[src/rtl/ptp_pps_gen_if.sv]
`default_nettype none
// ============================================================================
// Module   : ptp_pps_gen_if
// Brief    : Time, width and target-time bundle for ptp_pps_gen.
// Revision : 1.0
// ============================================================================
interface ptp_pps_gen_if;
    logic [79:0] rtc_std_i;
    logic [31:0] pps_width_i;
    logic [47:0] tt_sec_i;
    logic [31:0] tt_ns_i;
    logic        tt_arm_i;
    logic        tt_cancel_i;
    logic        pps_o;
    logic        tt_trig_o;
    logic        tt_busy_o;
    logic        tt_late_o;

    modport master (
        output rtc_std_i, pps_width_i, tt_sec_i, tt_ns_i, tt_arm_i, tt_cancel_i,
        input  pps_o, tt_trig_o, tt_busy_o, tt_late_o
    );

    modport slave (
        input  rtc_std_i, pps_width_i, tt_sec_i, tt_ns_i, tt_arm_i, tt_cancel_i,
        output pps_o, tt_trig_o, tt_busy_o, tt_late_o
    );
endinterface
`default_nettype wire

[src/rtl/ptp_pps_gen.sv]
`default_nettype none
// ============================================================================
// Module   : ptp_pps_gen
// Brief    : PPS pulse and target-time trigger generator on the RTC time base.
//            Define PTP_PPS_PERIODIC_EN to make the target re-arm every second.
// Revision : 1.0
// ============================================================================
module ptp_pps_gen (
    input  wire logic       rtc_clk,
    input  wire logic       rtc_rst,
    ptp_pps_gen_if.slave    bus
);

    localparam logic [31:0] c_ns_per_sec = 32'd1_000_000_000;
    localparam logic [31:0] c_max_width  = 32'd500_000_000;

    typedef enum logic [1:0] {
        ST_IDLE  = 2'd0,
        ST_ARMED = 2'd1,
        ST_FIRE  = 2'd2
    } state_t;

    state_t      r_state;
    logic [47:0] r_sec_d1;
    logic        r_primed;
    logic        r_pps;
    logic        r_trig;
    logic        r_busy;
    logic        r_late;
    logic        r_first;
    logic        r_width_nz;
    logic [47:0] r_t_sec;
    logic [31:0] r_t_ns;
    logic [47:0] r_e_sec;
    logic [31:0] r_e_ns;

    logic [47:0] w_sec;
    logic [31:0] w_ns;
    logic [31:0] w_width;
    logic        w_sec_inc;
    logic        w_ge_t;
    logic        w_ge_e;
    logic [31:0] w_e_ns_sum;
    logic        w_e_wrap;
    logic [31:0] w_e_ns;
    logic [47:0] w_e_sec;

    assign w_sec     = bus.rtc_std_i[79:32];
    assign w_ns      = bus.rtc_std_i[31:0];
    assign w_width   = (bus.pps_width_i > c_max_width) ? c_max_width : bus.pps_width_i;
    assign w_sec_inc = (w_sec == r_sec_d1 + 48'd1);
    assign w_ge_t    = (bus.rtc_std_i >= {r_t_sec, r_t_ns});
    assign w_ge_e    = (bus.rtc_std_i >= {r_e_sec, r_e_ns});

    // Both operands stay below 1e9 and 5e8, so the 32-bit sum cannot overflow.
    assign w_e_ns_sum = bus.tt_ns_i + w_width;
    assign w_e_wrap   = (w_e_ns_sum >= c_ns_per_sec);
    assign w_e_ns     = w_e_wrap ? (w_e_ns_sum - c_ns_per_sec) : w_e_ns_sum;
    assign w_e_sec    = w_e_wrap ? (bus.tt_sec_i + 48'd1) : bus.tt_sec_i;

    // r_primed blocks a bogus +1 between the reset value of r_sec_d1 and the first sample.
    always_ff @(posedge rtc_clk) begin
        if (rtc_rst) begin
            r_sec_d1 <= 48'd0;
            r_primed <= 1'b0;
            r_pps    <= 1'b0;
        end else begin
            r_sec_d1 <= w_sec;
            r_primed <= 1'b1;
            if (r_primed && w_sec_inc && (w_width != 32'd0)) begin
                r_pps <= 1'b1;
            end else if (w_sec != r_sec_d1) begin
                r_pps <= 1'b0;
            end else if (w_ns >= w_width) begin
                r_pps <= 1'b0;
            end
        end
    end

    always_ff @(posedge rtc_clk) begin
        if (rtc_rst) begin
            r_state    <= ST_IDLE;
            r_trig     <= 1'b0;
            r_busy     <= 1'b0;
            r_late     <= 1'b0;
            r_first    <= 1'b0;
            r_width_nz <= 1'b0;
            r_t_sec    <= 48'd0;
            r_t_ns     <= 32'd0;
            r_e_sec    <= 48'd0;
            r_e_ns     <= 32'd0;
        end else begin
            r_late <= 1'b0;
            case (r_state)
                ST_IDLE: begin
                    if (bus.tt_arm_i && !bus.tt_cancel_i) begin
                        r_t_sec    <= bus.tt_sec_i;
                        r_t_ns     <= bus.tt_ns_i;
                        r_e_sec    <= w_e_sec;
                        r_e_ns     <= w_e_ns;
                        r_width_nz <= (w_width != 32'd0);
                        r_first    <= 1'b1;
                        r_busy     <= 1'b1;
                        r_state    <= ST_ARMED;
                    end
                end
                ST_ARMED: begin
                    r_first <= 1'b0;
                    if (bus.tt_cancel_i) begin
                        r_busy  <= 1'b0;
                        r_state <= ST_IDLE;
                    end else if (w_ge_t) begin
                        if (r_first) begin
                            r_late  <= 1'b1;
                            r_busy  <= 1'b0;
                            r_state <= ST_IDLE;
                        end else begin
                            r_trig  <= r_width_nz;
                            r_state <= ST_FIRE;
                        end
                    end
                end
                ST_FIRE: begin
                    if (bus.tt_cancel_i || !w_ge_t) begin
                        r_trig  <= 1'b0;
                        r_busy  <= 1'b0;
                        r_state <= ST_IDLE;
                    end else if (w_ge_e) begin
                        r_trig  <= 1'b0;
`ifdef PTP_PPS_PERIODIC_EN
                        r_t_sec <= r_t_sec + 48'd1;
                        r_e_sec <= r_e_sec + 48'd1;
                        r_state <= ST_ARMED;
`else
                        r_busy  <= 1'b0;
                        r_state <= ST_IDLE;
`endif
                    end
                end
                default: begin
                    r_trig  <= 1'b0;
                    r_busy  <= 1'b0;
                    r_state <= ST_IDLE;
                end
            endcase
        end
    end

    assign bus.pps_o     = r_pps;
    assign bus.tt_trig_o = r_trig;
    assign bus.tt_busy_o = r_busy;
    assign bus.tt_late_o = r_late;

endmodule
`default_nettype wire

[src/flat_wrapper.sv]
// flat-port wrapper written by rule: the top's interface ports become plain ports
module ptp_pps_gen_flat 
  (rtc_clk, rtc_rst, bus_rtc_std_i, bus_pps_width_i, bus_tt_sec_i, bus_tt_ns_i, bus_tt_arm_i, bus_tt_cancel_i, bus_pps_o, bus_tt_trig_o, bus_tt_busy_o, bus_tt_late_o);
  ptp_pps_gen_if bus_i ();
  input  wire logic rtc_clk;
  input  wire logic rtc_rst;
  input wire logic [$bits(bus_i.rtc_std_i)-1:0] bus_rtc_std_i;
  input wire logic [$bits(bus_i.pps_width_i)-1:0] bus_pps_width_i;
  input wire logic [$bits(bus_i.tt_sec_i)-1:0] bus_tt_sec_i;
  input wire logic [$bits(bus_i.tt_ns_i)-1:0] bus_tt_ns_i;
  input wire logic [$bits(bus_i.tt_arm_i)-1:0] bus_tt_arm_i;
  input wire logic [$bits(bus_i.tt_cancel_i)-1:0] bus_tt_cancel_i;
  output wire logic [$bits(bus_i.pps_o)-1:0] bus_pps_o;
  output wire logic [$bits(bus_i.tt_trig_o)-1:0] bus_tt_trig_o;
  output wire logic [$bits(bus_i.tt_busy_o)-1:0] bus_tt_busy_o;
  output wire logic [$bits(bus_i.tt_late_o)-1:0] bus_tt_late_o;
  assign bus_i.rtc_std_i = bus_rtc_std_i;
  assign bus_i.pps_width_i = bus_pps_width_i;
  assign bus_i.tt_sec_i = bus_tt_sec_i;
  assign bus_i.tt_ns_i = bus_tt_ns_i;
  assign bus_i.tt_arm_i = bus_tt_arm_i;
  assign bus_i.tt_cancel_i = bus_tt_cancel_i;
  assign bus_pps_o = bus_i.pps_o;
  assign bus_tt_trig_o = bus_i.tt_trig_o;
  assign bus_tt_busy_o = bus_i.tt_busy_o;
  assign bus_tt_late_o = bus_i.tt_late_o;
  ptp_pps_gen u_core (.rtc_clk(rtc_clk), .rtc_rst(rtc_rst), .bus(bus_i));
endmodule
[config.mk]
export PLATFORM = sky130hd
export DESIGN_NAME = ptp_pps_gen_flat
export DESIGN_NICKNAME = d
export VERILOG_FILES = /design/src/rtl/ptp_pps_gen_if.sv /design/src/rtl/ptp_pps_gen.sv /design/src/flat_wrapper.sv
export SDC_FILE = /design/constraint.sdc
export NUM_CORES = 1
export LEC_CHECK = 0
export CAP_MARGIN = 20
export CORE_UTILIZATION = 45
export CTS_BUF_LIST = sky130_fd_sc_hd__clkbuf_8
export CTS_CLUSTER_DIAMETER = 100
export CTS_CLUSTER_SIZE = 12
export DETAILED_ROUTE_END_ITERATION = 8
export PLACE_DENSITY = 0.81
export SYNTH_ARGS = -nofsm -noshare
export SYNTH_HDL_FRONTEND = slang
export SYNTH_SLANG_ARGS = --single-unit
[constraint.sdc]
create_clock -name rtc_clk -period 6.9 [get_ports rtc_clk]
set_input_delay 1.38 -clock rtc_clk [delete_from_list [all_inputs] [get_ports rtc_clk]]
set_output_delay 1.38 -clock rtc_clk [all_outputs]
set_load 0.005 [all_outputs]
After elaboration in Yosys (flattened, before gate mapping)
Cells that the tools add are included.
{"block": "totals", "ff_bits": 217, "in_bits": 196, "out_inout_bits": 4, "elab_cells": 79}
{"block": "classes", "addsub": 4, "magnitude_cmp": 5, "n_eq_ne": 11, "muxes": 27, "bitwise": 3, "reduce_logical": 16}
{"cell": "$ge 80x80->1", "n": 2}
{"cell": "$add 48x1->48 const B", "n": 2}
{"cell": "$mux 32", "n": 2}
{"cell": "$eq 48x48->1", "n": 1}
{"cell": "$mux 48", "n": 1}
{"cell": "$ne 48x48->1", "n": 1}
{"cell": "$add 32x32->32", "n": 1}
{"cell": "$ge 32x30->1 const B", "n": 1}
{"cell": "$ge 32x32->1", "n": 1}
{"cell": "$gt 32x29->1 const B", "n": 1}
{"cell": "$reduce_bool 32->1", "n": 1}
{"cell": "$sub 32x30->32 const B", "n": 1}
{"cell": "$mux 1", "n": 14}
{"cell": "$mux 2", "n": 6}
{"cell": "$ne 3x2->1 const B", "n": 2}
{"cell": "$pmux 1 s3", "n": 2}
{"cell": "$pmux 2 s3", "n": 1}
{"cell": "$reduce_and 5->1", "n": 1}
{"cell": "$ne 2x1->1 const B", "n": 2}
{"cell": "$ne 2x2->1 const B", "n": 2}
{"cell": "$reduce_and 2->1", "n": 2}
{"cell": "$reduce_and 4->1", "n": 1}
{"cell": "$reduce_or 4->1", "n": 1}
{"cell": "$logic_and 1x1->1", "n": 3}
{"cell": "11 further kinds", "n": 14}

Depth between registers and ports, before layout
Gate-level depths: netlist of the first run.
{"block": "depth", "word_depth": 6, "ltp_mapped": 27, "ltp_nobuf": 25}

Worst setup path before layout of the first run
No wires, ideal clock.
{"block": "synth_path", "kind": "input to register", "start": "in bus_pps_width_i[9]", "end": "reg u_core.r_e_sec[11]", "setup_time_ps": 132, "arrival_ps": 6458, "required_ps": 6768, "path_slack_ps": 310, "cell_stages": 24, "n_path_buf": 3, "cell_sequence": "nor4_1 -> nand4_1 -> nor3_1 -> nor2_1 -> a21o_1 -> a41oi_1 -> clkbuf_1 -> buf_1 -> nand2_1 -> inv_1 -> ha_1 -> a211oi_1 -> o21ai_2 -> o211ai_1 -> o21ai_1 -> a21oi_1 -> xnor2_1 -> o211ai_1 -> o211a_1 -> o211a_1 -> buf_6 -> or4_1 -> xnor2_1 -> a21oi_1"}
{"block": "synth_via", "elab_chain_cells": 5}
{"element": "start, declared", "line_no": "flat_wrapper.sv:8", "source": "input wire logic [$bits(bus_i.pps_width_i)-1:0] bus_pps_width_i;"}
{"element": "$gt 32x29->1", "line_no": "ptp_pps_gen.sv:50", "source": "assign w_width = (bus.pps_width_i > c_max_width) ? c_max_width : bus.pps_width_i;"}
{"element": "$mux 32 (*)", "line_no": "ptp_pps_gen.sv:50"}
{"element": "$add 32x32->32 (*)", "line_no": "ptp_pps_gen.sv:56", "source": "assign w_e_ns_sum = bus.tt_ns_i + w_width;"}
{"element": "$ge 32x30->1 (*)", "line_no": "ptp_pps_gen.sv:57", "source": "assign w_e_wrap = (w_e_ns_sum >= c_ns_per_sec);"}
{"element": "$mux 48 (*)", "line_no": "ptp_pps_gen.sv:59", "source": "assign w_e_sec = w_e_wrap ? (bus.tt_sec_i + 48'd1) : bus.tt_sec_i;"}
{"element": "end signal, assigned", "line_no": "ptp_pps_gen.sv:99", "source": "r_e_sec <= w_e_sec;"}
{"element": "end, declared", "line_no": "ptp_pps_gen.sv:34", "source": "logic [47:0] r_e_sec;"}
Mark *: on every way between the ends. The rest lies on a longest branch, timed or not.
A chain may end at the register's enable or synchronous reset.

Worst setup path in the final report of the first run
{"block": "layout_path", "start": "in bus_pps_width_i[21]", "end": "reg u_core.r_e_ns[27]"}
{"block": "layout_via", "elab_chain_cells": 5, "elab_cells_between_ends": 6, "cone_classes": "add/sub: 2; order compare: 2; mux: 2"}
{"element": "$gt 32x29->1", "line_no": "ptp_pps_gen.sv:50"}
{"element": "$mux 32 (*)", "line_no": "ptp_pps_gen.sv:50"}
{"element": "$add 32x32->32 (*)", "line_no": "ptp_pps_gen.sv:56"}
{"element": "$sub 32x30->32 or $ge 32x30->1 (tied branches)", "line_no": "ptp_pps_gen.sv:58, ptp_pps_gen.sv:57"}
{"element": "$mux 32 (*)", "line_no": "ptp_pps_gen.sv:58", "source": "assign w_e_ns = w_e_wrap ? (w_e_ns_sum - c_ns_per_sec) : w_e_ns_sum;"}
{"element": "end signal, assigned", "line_no": "ptp_pps_gen.sv:100", "source": "r_e_ns <= w_e_ns;"}
{"element": "end, declared", "line_no": "ptp_pps_gen.sv:35", "source": "logic [31:0] r_e_ns;"}
Marked as above.

==> results of run 1 <==
## worst min-delay path, cell delays in order (launching register included)
cell and delay [ns]:
dfxtp_1 0.32, nand2_1 0.05, a21oi_1 0.05
## cell usage after synthesis (all sizes together) (10+ instances only)
| master | instances |
|---|---|
| dfxtp | 217 |
| buf | 18 |
| xnor2 | 104 |
| nor3 | 43 |
| clkbuf | 69 |
| a21oi | 242 |
| o21a | 10 |
| ha | 226 |
| a21o | 76 |
| nand3 | 47 |
| nor2 | 94 |
| nor2b | 62 |
| o21ai | 109 |
| a211oi | 34 |
| nor4 | 22 |
| or3 | 19 |
| xor2 | 62 |
| nand4 | 92 |
| and3 | 17 |
| o211ai | 22 |
| nand2 | 284 |
| inv | 206 |
| a31oi | 17 |
| and2 | 10 |
| nand2b | 28 |
## cell families (layout without fill, tap and decap cells)
| group | count (synthesis) | count (layout) | synth area share |
|---|---|---|---|
| AND/OR/NAND/NOR | 759 | 759 | 0.223 |
| AO/OA/AOI/OAI | 570 | 570 | 0.202 |
| buffers and inverters | 293 | 541 | 0.0658 |
| adder cells (fa/ha/maj) | 227 | 227 | 0.165 |
| flip-flops | 217 | 217 | 0.252 |
| XOR/XNOR | 166 | 166 | 0.0853 |
| multiplexers | 10 | 10 | 0.00588 |
| other | 2 | 9 | 0.000436 |
## power breakdown
group	switching, mW	internal, mW	total, mW
Combinational	0.631	0.520	1.15
Sequential	0.0492	1.33	1.38
Clock	0.485	0.304	0.789
Total	1.17	2.15	3.32
## routing by layer
layer  GRT usage  routed length (microns)
met4       0.123                     2350
met5           0                        0
met1       0.351                    23000
met2       0.456                    25100
met3      0.0328                     4060
## layout make-up
| class | count | area share |
|---|---|---|
| clock buffer | 23 | 0.0152 |
| tap | 511 | 0.0308 |
| timing repair buffer | 309 | 0.138 |
| clock inverter | 3 | 0.00102 |
| multi-input combinational | 1737 | 0.568 |
| sequential | 217 | 0.209 |
| antenna | 4 | 0.000482 |
| inverter | 206 | 0.0372 |
## final timing paths
kind / depth (start not counted) / slack, ns / from / to
max: 24 / 0.45 / bus_pps_width_i[21] / u_core.r_e_ns[27]
min: 2 / 0.45 / u_core.r_e_ns[4] / u_core.r_e_ns[4]
max reg2reg: 12 / 2.67 / u_core.r_sec_d1[0] / u_core.bus.pps_o
min reg2reg: 2 / 0.45 / u_core.r_e_ns[4] / u_core.r_e_ns[4]
## sequential cells by signal, summed over array words and instances, names as in the netlist
signal / cells
u_core.r_t_ns: 32
u_core.bus.tt_late_o: 1
u_core.bus.tt_trig_o: 1
u_core.bus.pps_o: 1
u_core.r_first: 1
u_core.r_width_nz: 1
u_core.r_state: 2
u_core.r_primed: 1
u_core.r_t_sec: 48
u_core.r_e_ns: 32
u_core.r_e_sec: 48
u_core.bus.tt_busy_o: 1
u_core.r_sec_d1: 48
## what timing repair did
action | CTS | global route
hold endpoints to repair | 0 | 0
setup endpoints to repair | 0 | 2
resized for setup | 0 | 1
==> impl_metrics.ini, run 1 <==
[status]
status = completed

[synth]
synth_area_leader_cell = dfxtp_1
ys_ff_latch = 217
synth_cell_types = 80
syn-cell-area_sq_mm = 0.0172
synthFlopType = dfxtp_1
synth_area_leaders = dfxtp_1, ha_1, a21oi_1, nand2_1, xnor2_1
seq_area_frac_synth = 0.252
yosys.area.top_type_share = 0.252
synthCells = 2244
yosysWarningCount = 0
avgSynthCellArea_sq_um = 7.68
synthArstFlopShare = 0
synth-edff-count = 0

[layout]
postLayoutCellArea_sq_mm = 0.0208
seqCellArea_sq_mm = 0.00434
syn2layout_area_growth_pct = 20.5
drive_gt1_frac = 0.0685
layout_commonest_cell = nand2_1
multi_input_area_sq_mm = 0.0118
fill_cells = 3535
fin_util = 0.551
final_net_count = 2916
stdcell_count = 3010
final_cell_mix = nand2_1, a21oi_1, ha_1

[global_routing]
grt.overflow.total = 0
grt_pass1_wl_microns = 85300
antenna_found_initial = 3
grtUsageTotal = 0.273
grt_max_degree = 118
grt_pass1_vias = 16600

[sta]
finalHoldViolations = 0
max_slew_margin = 0.312
setup_slack_ns = 0.446
hold_ws_ns = 0.454
tns_ns = 0
rsz0062_at_grt = no
max_freq_mhz = 155
layout_min_cycle_time_ns = 6.45
tightest_slew_ns = 1.03
maxSlewViolCount = 0
period_share = 0.935
final.setup_skew_ns = 0.0210
finalSetupViolations = 0

[die]
ios = 200
rows = 71
die_area_sq_mm = 0.0391
die_x_microns = 198
coreArea_sq_mm = 0.0377
die_y_microns = 198
start_util = 0.457

[critical_path]
crit_type = in -> reg
path_buf_inv = 4
worst_ep_arrival_time_ns = 6.91
slowest_stage = o211ai_1
cp-start-kind = input port
worstSetupEndpointType = flop
required_ns = 7.36
cp_top_family = compound AO/OA/AOI/OAI gates
crit_chain = clkdlybuf4s50_1, nor3_1, nand4_1, o21ai_0, a21o_1, a41oi_2, buf_4, and2_1, ha_1, fa_1, a211oi_1, o21ai_2, o211ai_1, o21ai_1, a21oi_1, xnor2_1, o211ai_1, o211a_1, buf_4, o211ai_4, buf_12, nand2_1, or4_1, o311ai_0
slowest_delay_ns = 0.50
crit_path_max_fanout = 25

[cts]
cts_setup_buffers = 0
numCtsBuffers = 22
clockBufferDepth = 3
ctsHtreeMaxLevel = 1
root_buffer = clkbuf_8
path_clk_slew_ns = 0.09
cts_hold_buf = 0
clock_latency_ns = 0.59
cts_tree = done
cts_sinks = 217

[drt]
drc = 0
vias = 17200
wl_per_cell_microns = 18.1
drt-pass1-iter-count = 6
first_iter_violations = 1365
ant_nets = 0
wirelength_microns = 54500
viasPerCell = 5.72

[power_and_ir_drop]
power_per_cell_area_mw_per_mm2 = 160
p_leak_nw = 8.22
ir_worst_vdd_mv = 0.129
finalPower_mw = 3.32

[min_path]
hp-class = reg -> reg

[job]
cap_violations = 0

[placement]
placed_area_sq_mm = 0.0204
place_congestion = 0.979
place_hpwl_microns = 43100
dp_slack_ns = -0.198
dp_cells = 2979
io_buffer_count = 199
(Power assumes the default switching activity.)
==> run 2: changes to the inputs <==
- SLEW_MARGIN: unset -> 25
==> run 2 against run 1 <==
  * Cell area hardly changed
  * Via count barely moved
  * Die area unchanged
  * Combinational power is essentially flat
  * Fmax decreased by 0.17%
  * Global-route usage stayed put
  * Critical path type unchanged
  * Highest routed layer unchanged
==> impl_metrics.ini, run 2 (synthesis gave the netlist of run 1 again) <==
[layout]
layout_commonest_cell = nand2_1
stdcell_count = 3009
fin_util = 0.551
reg_top3 = u_core.r_e_sec (48), u_core.r_sec_d1 (48), u_core.r_t_sec (48)
final_net_count = 2915
final_cell_mix = nand2_1, a21oi_1, ha_1
drive_gt1_frac = 0.0682
syn2layout_area_growth_pct = 20.4

[die]
die_y_microns = 198
rows = 71
coreArea_sq_mm = 0.0377
die_x_microns = 198
start_util = 0.457
ios = 200
die_area_sq_mm = 0.0391

[critical_path]
cp-start-kind = input port
crit_path_max_fanout = 7
required_ns = 7.33
crit_chain = clkdlybuf4s50_1, nor3_1, nand4_1, o21ai_0, a21o_1, a41oi_2, buf_4, and2_1, ha_1, fa_1, a211oi_1, o21ai_2, o211ai_1, o21ai_1, a21oi_1, xnor2_1, o211ai_1, o211a_1, o211a_1, buf_4, or4_1, xnor2_1, a21oi_1
crit_type = in -> reg
slowest_stage = or4_1
path_buf_inv = 3
slowest_delay_ns = 0.52
worstSetupEndpointType = flop
worst_ep_arrival_time_ns = 6.89
cp_top_family = compound AO/OA/AOI/OAI gates

[cts]
clockBufferDepth = 3
ctsHtreeMaxLevel = 1
clock_latency_ns = 0.60
cts_tree = done
cts_setup_buffers = 0
numCtsBuffers = 22
path_clk_slew_ns = 0.09
root_buffer = clkbuf_8
cts_sinks = 217

[sta]
finalSetupViolations = 0
final.setup_skew_ns = 0.0195
period_share = 0.937
tightest_slew_ns = 1.03
max_slew_margin = 0.315
rsz0062_at_grt = no
maxSlewViolCount = 0
finalHoldViolations = 0
layout_min_cycle_time_ns = 6.47
max_freq_mhz = 155

[global_routing]
grt_pass1_vias = 16600
antenna_found_initial = 3
grt_max_degree = 118
grtUsageTotal = 0.273
grt_pass1_wl_microns = 85300
grt.overflow.total = 0

[power_and_ir_drop]
ir_worst_vdd_mv = 0.129
power.switching_mw = 1.16
p_clk_frac = 0.237
pwr-share-seq = 0.416
pwr-share-comb = 0.347
power_per_cell_area_mw_per_mm2 = 160
p_sw_frac = 0.351
p_leak_nw = 8.21
p_int_mw = 2.15

[drt]
first_iter_violations = 1424
wirelength_microns = 54400
wl_per_cell_microns = 18.1
ant_nets = 0
vias = 17200
drc = 0
drt-pass1-iter-count = 5
viasPerCell = 5.72

[min_path]
hp-class = reg -> reg

[placement]
io_buffer_count = 199
place_congestion = 0.979
dp_cells = 2979
place_hpwl_microns = 43100

[status]
status = completed

[job]
cap_violations = 0
[run 2: layout make-up]
cell class,count,area [sq um]
fill,3535,16900
multi-input combinational,1737,11800
sequential,217,4340
timing repair buffer,308,2850
inverter,206,773
tap,511,639
clock buffer,23,317
clock inverter,3,21.3
antenna,4,10.0
[run 2: final timing paths]
kind                                     startpoint  slack [ns]  cells past startpoint            endpoint
worst max-delay path            bus_pps_width_i[21]        0.43                     23  u_core.r_e_sec[11]
worst min-delay path               u_core.r_e_ns[4]        0.45                      2    u_core.r_e_ns[4]
worst max register to register   u_core.r_sec_d1[0]        2.69                     12    u_core.bus.pps_o
worst min register to register     u_core.r_e_ns[4]        0.45                      2    u_core.r_e_ns[4]
[run 2: stage by stage]
step / worst slack (ns) / total power [mW] / instance area [sq um] / TNS, ns / hold slack (ns)
2_1_floorplan: 0.310 / 2.05 / 17200 / 0 / 0.432
3_3_place_gp: -0.212 / 2.49 / 20400 / -4.70 / 0.439
3_5_place_dp: -0.198 / 2.53 / 20400 / -5.82 / 0.445
4_1_cts: 0.399 / 3.31 / 20700 / 0 / 0.457
5_1_grt: 0.0119 / 3.49 / 20700 / 0 / 0.466
6_report: 0.435 / 3.31 / 20700 / 0 / 0.454
[run 2: worst register-to-register path, delay by kind of cell (launching register included)]
kind / cells / cell delay [ns]
AO/OA/AOI/OAI: 1 / 0.22
XOR/XNOR: 1 / 0.22
adder cells (fa/ha/maj): 1 / 0.22
flip-flops: 1 / 0.40
AND/OR/NAND/NOR: 9 / 3.08
[run 2: per-layer routing]
layer | track usage | vias up | wire length (microns)
met3 | 0.0328 | 141 | 3860
met4 | 0.123 | 0 | 2340
met5 | 0 | - | 0
li1 | - | 8379 | -
met2 | 0.456 | 647 | 25100
met1 | 0.351 | 8040 | 23100
[run 2: what timing repair did]
item,CTS,global route
resized for setup,0,1
hold buffers,0,0
endpoints found under the setup margin,0,3
[run 2: power by group through the flow]
| stage | clock (mW) | sequential, mW | combinational (mW) |
|---|---|---|---|
| 4_1_cts | 0.806 | 1.37 | 1.13 |
| 6_report | 0.786 | 1.38 | 1.15 |
| 2_1_floorplan | 0 | 1.39 | 0.661 |
| 5_1_grt | 0.845 | 1.38 | 1.26 |
| 3_5_place_dp | 0 | 1.40 | 1.13 |
| 3_3_place_gp | 0 | 1.40 | 1.09 |
